[src/rtl/gt_refclk_rst_seq_pkg.sv]
// gt_refclk_rst_seq_pkg: state encoding and default parameters for the GT refclk/reset sequencer
package gt_refclk_rst_seq_pkg;

    typedef enum logic [2:0] {
        REFCHK   = 3'd0,
        PLLRST   = 3'd1,
        PLLWAIT  = 3'd2,
        GTRST    = 3'd3,
        DONEWAIT = 3'd4,
        READY    = 3'd5,
        FAULT    = 3'd6
    } state_e;

    localparam int DEF_WINDOW        = 1024;
    localparam int DEF_EDGE_MIN      = 240;
    localparam int DEF_EDGE_MAX      = 272;
    localparam int DEF_PLLRST_CYCLES = 16;
    localparam int DEF_LOCK_TIMEOUT  = 50000;
    localparam int DEF_DONE_TIMEOUT  = 10000;
    localparam int DEF_MAX_RETRY     = 3;

endpackage

[src/rtl/gt_refclk_rst_seq_cdc_sync2.sv]
// cdc_sync2: two-flop single-bit synchronizer into the i_clk domain
module cdc_sync2 (
    input  logic i_clk,
    input  logic i_rst,
    input  logic i_d,
    output logic o_q
);

    logic [1:0] sync_q;

    always_ff @(posedge i_clk) begin
        if (i_rst) sync_q <= 2'b00;
        else       sync_q <= {sync_q[0], i_d};
    end

    assign o_q = sync_q[1];

endmodule

[src/rtl/gt_refclk_rst_seq.sv]
// gt_refclk_rst_seq: checks the GT refclk frequency, then sequences PLL and datapath resets with retries
module gt_refclk_rst_seq
    import gt_refclk_rst_seq_pkg::*;
#(
    parameter int WINDOW        = DEF_WINDOW,
    parameter int EDGE_MIN      = DEF_EDGE_MIN,
    parameter int EDGE_MAX      = DEF_EDGE_MAX,
    parameter int PLLRST_CYCLES = DEF_PLLRST_CYCLES,
    parameter int LOCK_TIMEOUT  = DEF_LOCK_TIMEOUT,
    parameter int DONE_TIMEOUT  = DEF_DONE_TIMEOUT,
    parameter int MAX_RETRY     = DEF_MAX_RETRY
) (
    input  logic       i_clk,
    input  logic       i_rst,
    input  logic       i_refclk_div,
    input  logic       i_pll_lock,
    input  logic       i_gt_rstdone,
    input  logic       i_restart,
    output logic       o_pll_reset,
    output logic       o_gt_reset,
    output logic       o_ready,
    output logic       o_fault,
    output logic [2:0] o_state,
    output logic [1:0] o_retry_cnt
);

    localparam int TMAX = (LOCK_TIMEOUT > DONE_TIMEOUT) ? LOCK_TIMEOUT : DONE_TIMEOUT;
    localparam int TW   = $clog2(TMAX + 1);
    localparam int WMAX = (WINDOW > PLLRST_CYCLES) ? WINDOW : PLLRST_CYCLES;
    localparam int WW   = $clog2(WMAX + 1);
    localparam int EW   = $clog2(WINDOW + 1);

    localparam logic [WW-1:0] WIN_LAST  = WW'(WINDOW - 1);
    localparam logic [WW-1:0] RST_LAST  = WW'(PLLRST_CYCLES - 1);
    localparam logic [TW-1:0] LOCK_LAST = TW'(LOCK_TIMEOUT - 1);
    localparam logic [TW-1:0] DONE_LAST = TW'(DONE_TIMEOUT - 1);
    localparam logic [EW-1:0] E_MIN     = EW'(EDGE_MIN);
    localparam logic [EW-1:0] E_MAX     = EW'(EDGE_MAX);
    localparam logic [1:0]    RETRY_LIM = 2'(MAX_RETRY);

    state_e        state_q, state_d, tmo_st;
    logic [WW-1:0] win_q;
    logic [TW-1:0] tmr_q;
    logic [EW-1:0] edge_q, edge_d;
    logic [1:0]    retry_q, retry_inc;
    logic          ref_s, lock_s, done_s, ref_prev_q;
    logic          rise, edge_ok, tmo;

    cdc_sync2 u_sync_ref  (.i_clk(i_clk), .i_rst(i_rst), .i_d(i_refclk_div), .o_q(ref_s));
    cdc_sync2 u_sync_lock (.i_clk(i_clk), .i_rst(i_rst), .i_d(i_pll_lock),   .o_q(lock_s));
    cdc_sync2 u_sync_done (.i_clk(i_clk), .i_rst(i_rst), .i_d(i_gt_rstdone), .o_q(done_s));

    assign rise      = ref_s & ~ref_prev_q;
    assign edge_d    = (rise && edge_q != '1) ? edge_q + 1'b1 : edge_q;
    assign edge_ok   = edge_q >= E_MIN && edge_q <= E_MAX;
    assign retry_inc = retry_q + 2'd1;
    assign tmo_st    = (retry_inc == RETRY_LIM) ? FAULT : PLLRST;
    assign tmo       = (state_q == PLLWAIT || state_q == DONEWAIT) && (state_d == PLLRST || state_d == FAULT);

    // success inputs are tested before the timeout so a same-cycle tie resolves as success
    always_comb begin
        state_d = state_q;
        case (state_q)
            REFCHK:   state_d = (win_q == WIN_LAST && edge_ok) ? PLLRST : REFCHK;
            PLLRST:   state_d = (win_q == RST_LAST) ? PLLWAIT : PLLRST;
            PLLWAIT:  state_d = lock_s ? GTRST : (tmr_q == LOCK_LAST) ? tmo_st : PLLWAIT;
            GTRST:    state_d = DONEWAIT;
            DONEWAIT: state_d = done_s ? READY : (!lock_s || tmr_q == DONE_LAST) ? tmo_st : DONEWAIT;
            READY:    state_d = (!lock_s || !done_s) ? PLLRST : i_restart ? REFCHK : READY;
            FAULT:    state_d = i_restart ? REFCHK : FAULT;
            default:  state_d = REFCHK;
        endcase
    end

    always_ff @(posedge i_clk) begin
        if (i_rst) begin
            state_q    <= REFCHK;
            win_q      <= '0;
            tmr_q      <= '0;
            edge_q     <= '0;
            retry_q    <= '0;
            ref_prev_q <= 1'b0;
        end else begin
            state_q    <= state_d;
            ref_prev_q <= ref_s;
            win_q      <= (state_d != state_q || win_q == WIN_LAST) ? '0 : win_q + 1'b1;
            tmr_q      <= (state_d != state_q) ? '0 : tmr_q + 1'b1;
            edge_q     <= (state_q != REFCHK || win_q == WIN_LAST) ? '0 : edge_d;
            retry_q    <= tmo ? retry_inc : (state_d == READY || state_d == REFCHK) ? '0 : retry_q;
        end
    end

    assign o_state     = state_q;
    assign o_pll_reset = state_q inside {REFCHK, PLLRST, FAULT};
    assign o_gt_reset  = !(state_q inside {DONEWAIT, READY});
    assign o_ready     = state_q == READY;
    assign o_fault     = state_q == FAULT;
    assign o_retry_cnt = retry_q;

endmodule

[config.mk]
export PLATFORM = sky130hd
export DESIGN_NAME = gt_refclk_rst_seq
export DESIGN_NICKNAME = d
export VERILOG_FILES = /design/src/rtl/gt_refclk_rst_seq_pkg.sv /design/src/rtl/gt_refclk_rst_seq_cdc_sync2.sv /design/src/rtl/gt_refclk_rst_seq.sv
export SDC_FILE = /design/constraint.sdc
export NUM_CORES = 1
export LEC_CHECK = 0
export CAP_MARGIN = 40
export CORE_MARGIN = 8
export CORE_UTILIZATION = 40
export CTS_BUF_LIST = sky130_fd_sc_hd__clkbuf_4 sky130_fd_sc_hd__clkbuf_8
export CTS_CLUSTER_DIAMETER = 120
export CTS_CLUSTER_SIZE = 30
export DETAILED_ROUTE_END_ITERATION = 16
export PLACE_DENSITY = 0.54
export SLEW_MARGIN = 5
export SYNTH_ARGS = -nofsm -noshare
export SYNTH_HDL_FRONTEND = slang
export SYNTH_SLANG_ARGS = --single-unit
[constraint.sdc]
create_clock -name i_clk -period 2.8 [get_ports i_clk]
set_input_delay 0.56 -clock i_clk [delete_from_list [all_inputs] [get_ports i_clk]]
set_output_delay 0.56 -clock i_clk [all_outputs]
set_load 0.05 [all_outputs]
==> impl_metrics.py <==
metrics = {
    "hold_path": {
        "hold_path.startpoint": "u_sync_lock.sync_q[0]",
        "hold_path_class": "flip-flop to flip-flop",
        "hold_end": "u_sync_lock.sync_q[1]",
        "min_delay_path_depth": 1,
    },
    "pwr": {
        "irDropWorstVdd_v": 0.000203,
        "leakage_nw": 1.02,
        "power.share.sequential": 0.600,
        "p_per_area_mw_per_mm2": 426,
        "p_total_mw": 1.22,
        "internal-power_mw": 0.956,
        "swShare": 0.219,
        "combPwrFrac": 0.038,
        "p_sw_mw": 0.267,
        "clkPwrFrac": 0.362,
    },
    "cells_and_area": {
        "num-nets-final": 318,
        "final_cell_count_no_fill": 385,
        "drive_above_1_share": 0.104,
        "diodes": 0,
        "fillerInstances": 639,
        "area_growth_pct": 13.7,
        "final_cell_area_mm2": 0.00287,
    },
    "synthesis": {
        "ys_ff_latch": 50,
        "synth_seq_area_share": 0.397,
        "synth_cells": 287,
        "synth.net_count": 298,
        "syn_avg_cell_area_um2": 8.79,
        "yosys_warnings": 0,
        "ys.flop_type": "dfxtp_1",
        "synth_area_mm2": 0.00252,
        "synth_cell_types": 56,
        "synth_edf_count": 0,
        "async_flop_share": 0,
    },
    "placed_design": {
        "gp_congestion": 0.857,
        "io_buffers": 14,
        "dpl_cell_area_mm2": 0.00277,
        "dp_hpwl_mm": 3.51,
        "dpl.cell_count": 377,
    },
    "critical_path": {
        "slowest_delay_ps": 790,
        "crit_arrival_ps": 2060,
        "worstSetupPathType": "flip-flop to output pin",
        "worstPathCellList": "inv_1, nor2_1, or2_2, clkdlybuf4s50_1",
        "cp-start-kind": "flip-flop",
        "reg2reg_from": "tmr_q[0]",
        "reg2reg_to": "o_retry_cnt[1]",
        "worstSetupEndpointType": "output pin",
        "r2r_slack_ps": 420,
        "cp.required_ps": 2240,
        "cp_slowest_cell": "clkdlybuf4s50_1",
        "reg2regPathDepth": 8,
        "critPathMaxFanout": 9,
    },
    "floorplan": {
        "ioPinCount": 15,
        "initial_utilization": 0.404,
        "dieArea_mm2": 0.00910,
        "core_mm2": 0.00624,
        "rows": 29,
        "die_y_um": 95.4,
        "die_x_um": 95.4,
    },
    "global_route": {
        "grtUsageTotal": 0.117,
        "gr-usage-met1": 0.145,
        "met3_usage": 0.0268,
        "grt_pass1_wl_mm": 8.56,
        "overflow": 0,
        "antenna_found_initial": 0,
        "grt_max_degree": 28,
        "grt_pass1_vias": 1881,
        "top_usage_layer": "met2",
        "met2_usage": 0.188,
    },
    "drt": {
        "vias": 2037,
        "drc": 0,
        "routed_wl_mm": 5.00,
        "drtIter0Drc": 80,
        "firstDrtPassIters": 4,
        "ant_nets": 0,
        "via_per_inst": 5.29,
        "wl_per_cell_um": 13.0,
    },
    "clocking": {
        "cts_buffer_depth": 2,
        "post_cts_buffers": 0,
        "cts_max_level": 2,
        "cts_resized": 0,
        "root_buffer": "clkbuf_8",
        "postCtsHoldBufs": 0,
        "cts_buffers": 5,
        "clk_pin_slew_ps": 90,
        "cts_sinks": 50,
        "insertion_delay_ps": 300,
        "cts_tree": "built",
    },
    "timing": {
        "fin_skew_ps": 8.59,
        "whs_ps": 441,
        "fin_setup_tns_ps": 0,
        "slew-limit-headroom": 0.632,
        "final-hold-violation-count": 0,
        "slew_violations": 0,
        "worst_slew_pin_slew_ps": 551,
        "fmax_mhz": 381,
        "finalCriticalPeriod_ps": 2620,
        "rsz0062_at_grt": "false",
        "finalSetupViolCount": 0,
        "timing.final.crit_share": 0.937,
    },
    "status": {
        "outcome": "finished, final reports clean",
    },
    "flow_run": {
        "maxCapViolCount": 0,
    },
}
-- final cells by class --
type / count / area [µm²] / area share
tap: 77 / 96.3 / 0.0336
sequential: 50 / 1000 / 0.349
inverter: 9 / 33.8 / 0.0118
timing repair buffer: 20 / 185 / 0.0645
clock buffer: 7 / 90.1 / 0.0314
multi-input combinational: 221 / 1460 / 0.508
clock inverter: 1 / 5.00 / 0.00174
-- sequential cells by signal, indices dropped and copies added (netlist names) --
name	cells
o_state	3
edge_q	11
ref_prev_q	1
o_retry_cnt	2
u_sync_lock.sync_q	2
tmr_q	16
win_q	11
u_sync_done.sync_q	2
u_sync_ref.sync_q	2
-- power by group through the flow --
stage               clock network (mW)  registers, mW  logic [mW]
floorplan                            0          0.747      0.0316
detailed placement                   0          0.750      0.0468
global route                     0.492          0.736      0.0533
CTS                              0.464          0.734      0.0473
finish                           0.443          0.734      0.0465
global placement                     0          0.750      0.0466
-- layer usage --
| layer | up-vias | part of all wire |
|---|---|---|
| met2 | 32 | 0.44 |
| met5 | - | 0 |
| met3 | 9 | 0.043 |
| met4 | 0 | 0.019 |
| li1 | 1058 | - |
| met1 | 938 | 0.50 |
-- cell usage after synthesis (2+ instances only) --
cell,n,area share
dfxtp_1,50,0.40
nor2_1,43,0.064
nand3_1,18,0.036
nand2_1,16,0.024
nor3_1,15,0.030
xor2_1,15,0.052
xnor2_1,13,0.045
a21oi_1,10,0.020
nor2b_1,10,0.025
and3_1,9,0.022
inv_1,8,0.012
ha_1,5,0.025
nand4_1,4,0.0099
o21ai_0,4,0.0079
or3_1,4,0.0099
a31oi_1,3,0.0074
buf_2,3,0.0060
clkbuf_1,3,0.0045
nand2b_1,3,0.0074
nor3b_1,3,0.0089
nor3b_2,3,0.015
nor4_1,3,0.0074
a211oi_1,2,0.0060
a41oi_1,2,0.0069
and2_1,2,0.0050
and4_1,2,0.0069
nand3_2,2,0.0079
nand3b_1,2,0.0060
nor4_4,2,0.017
nor4bb_1,2,0.0079
-- worst max-delay path: cells and delay by family, from the launching register on --
kind / cells / cell delay, ps
flip-flops: 1 / 510
buffers and inverters: 2 / 970
AND/OR/NAND/NOR: 2 / 280
-- cell usage in the layout (no fill, tap or decap), types with 8 or more instances in the layout --
cell type        Yosys  final
nor3_1              15     15
xor2_1              15     15
and3_1               9      9
nor2b_1             10     10
nand3_1             18     18
inv_1                8      8
a21oi_1             10     10
clkdlybuf4s50_1      0     14
dfxtp_1             50     49
xnor2_1             13     13
nand2_1             16     16
nor2_1              43     43
-- worst max path at each step --
stage | from | endpoint | slack (ps)
floorplan | o_state[1] | o_retry_cnt[1] | 150
global placement | i_restart | o_retry_cnt[1] | 200
detailed placement | i_restart | o_retry_cnt[1] | 160
CTS | o_state[1] | o_pll_reset | 50
global route | o_state[2] | o_pll_reset | 50
finish | o_state[2] | o_pll_reset | 180
-- cell families after synthesis --
logic type               Yosys count  synth area share
multiplexers                       2           0.00843
adder cells (fa/ha/maj)            5            0.0248
flip-flops                        50             0.397
AND/OR/NAND/NOR                  153             0.357
AO/OA/AOI/OAI                     33            0.0888
XOR/XNOR                          28            0.0972
buffers and inverters             16            0.0268
-- per-stage QoR --
stage                     worst slack, ps   util
after floorplan                       145      -
final                                 177  0.460
after CTS                            47.8  0.460
after global placement                202  0.444
after detailed placement              165  0.444
after global routing                 51.4  0.460
Note: power is estimated with default switching activity, not from simulation.
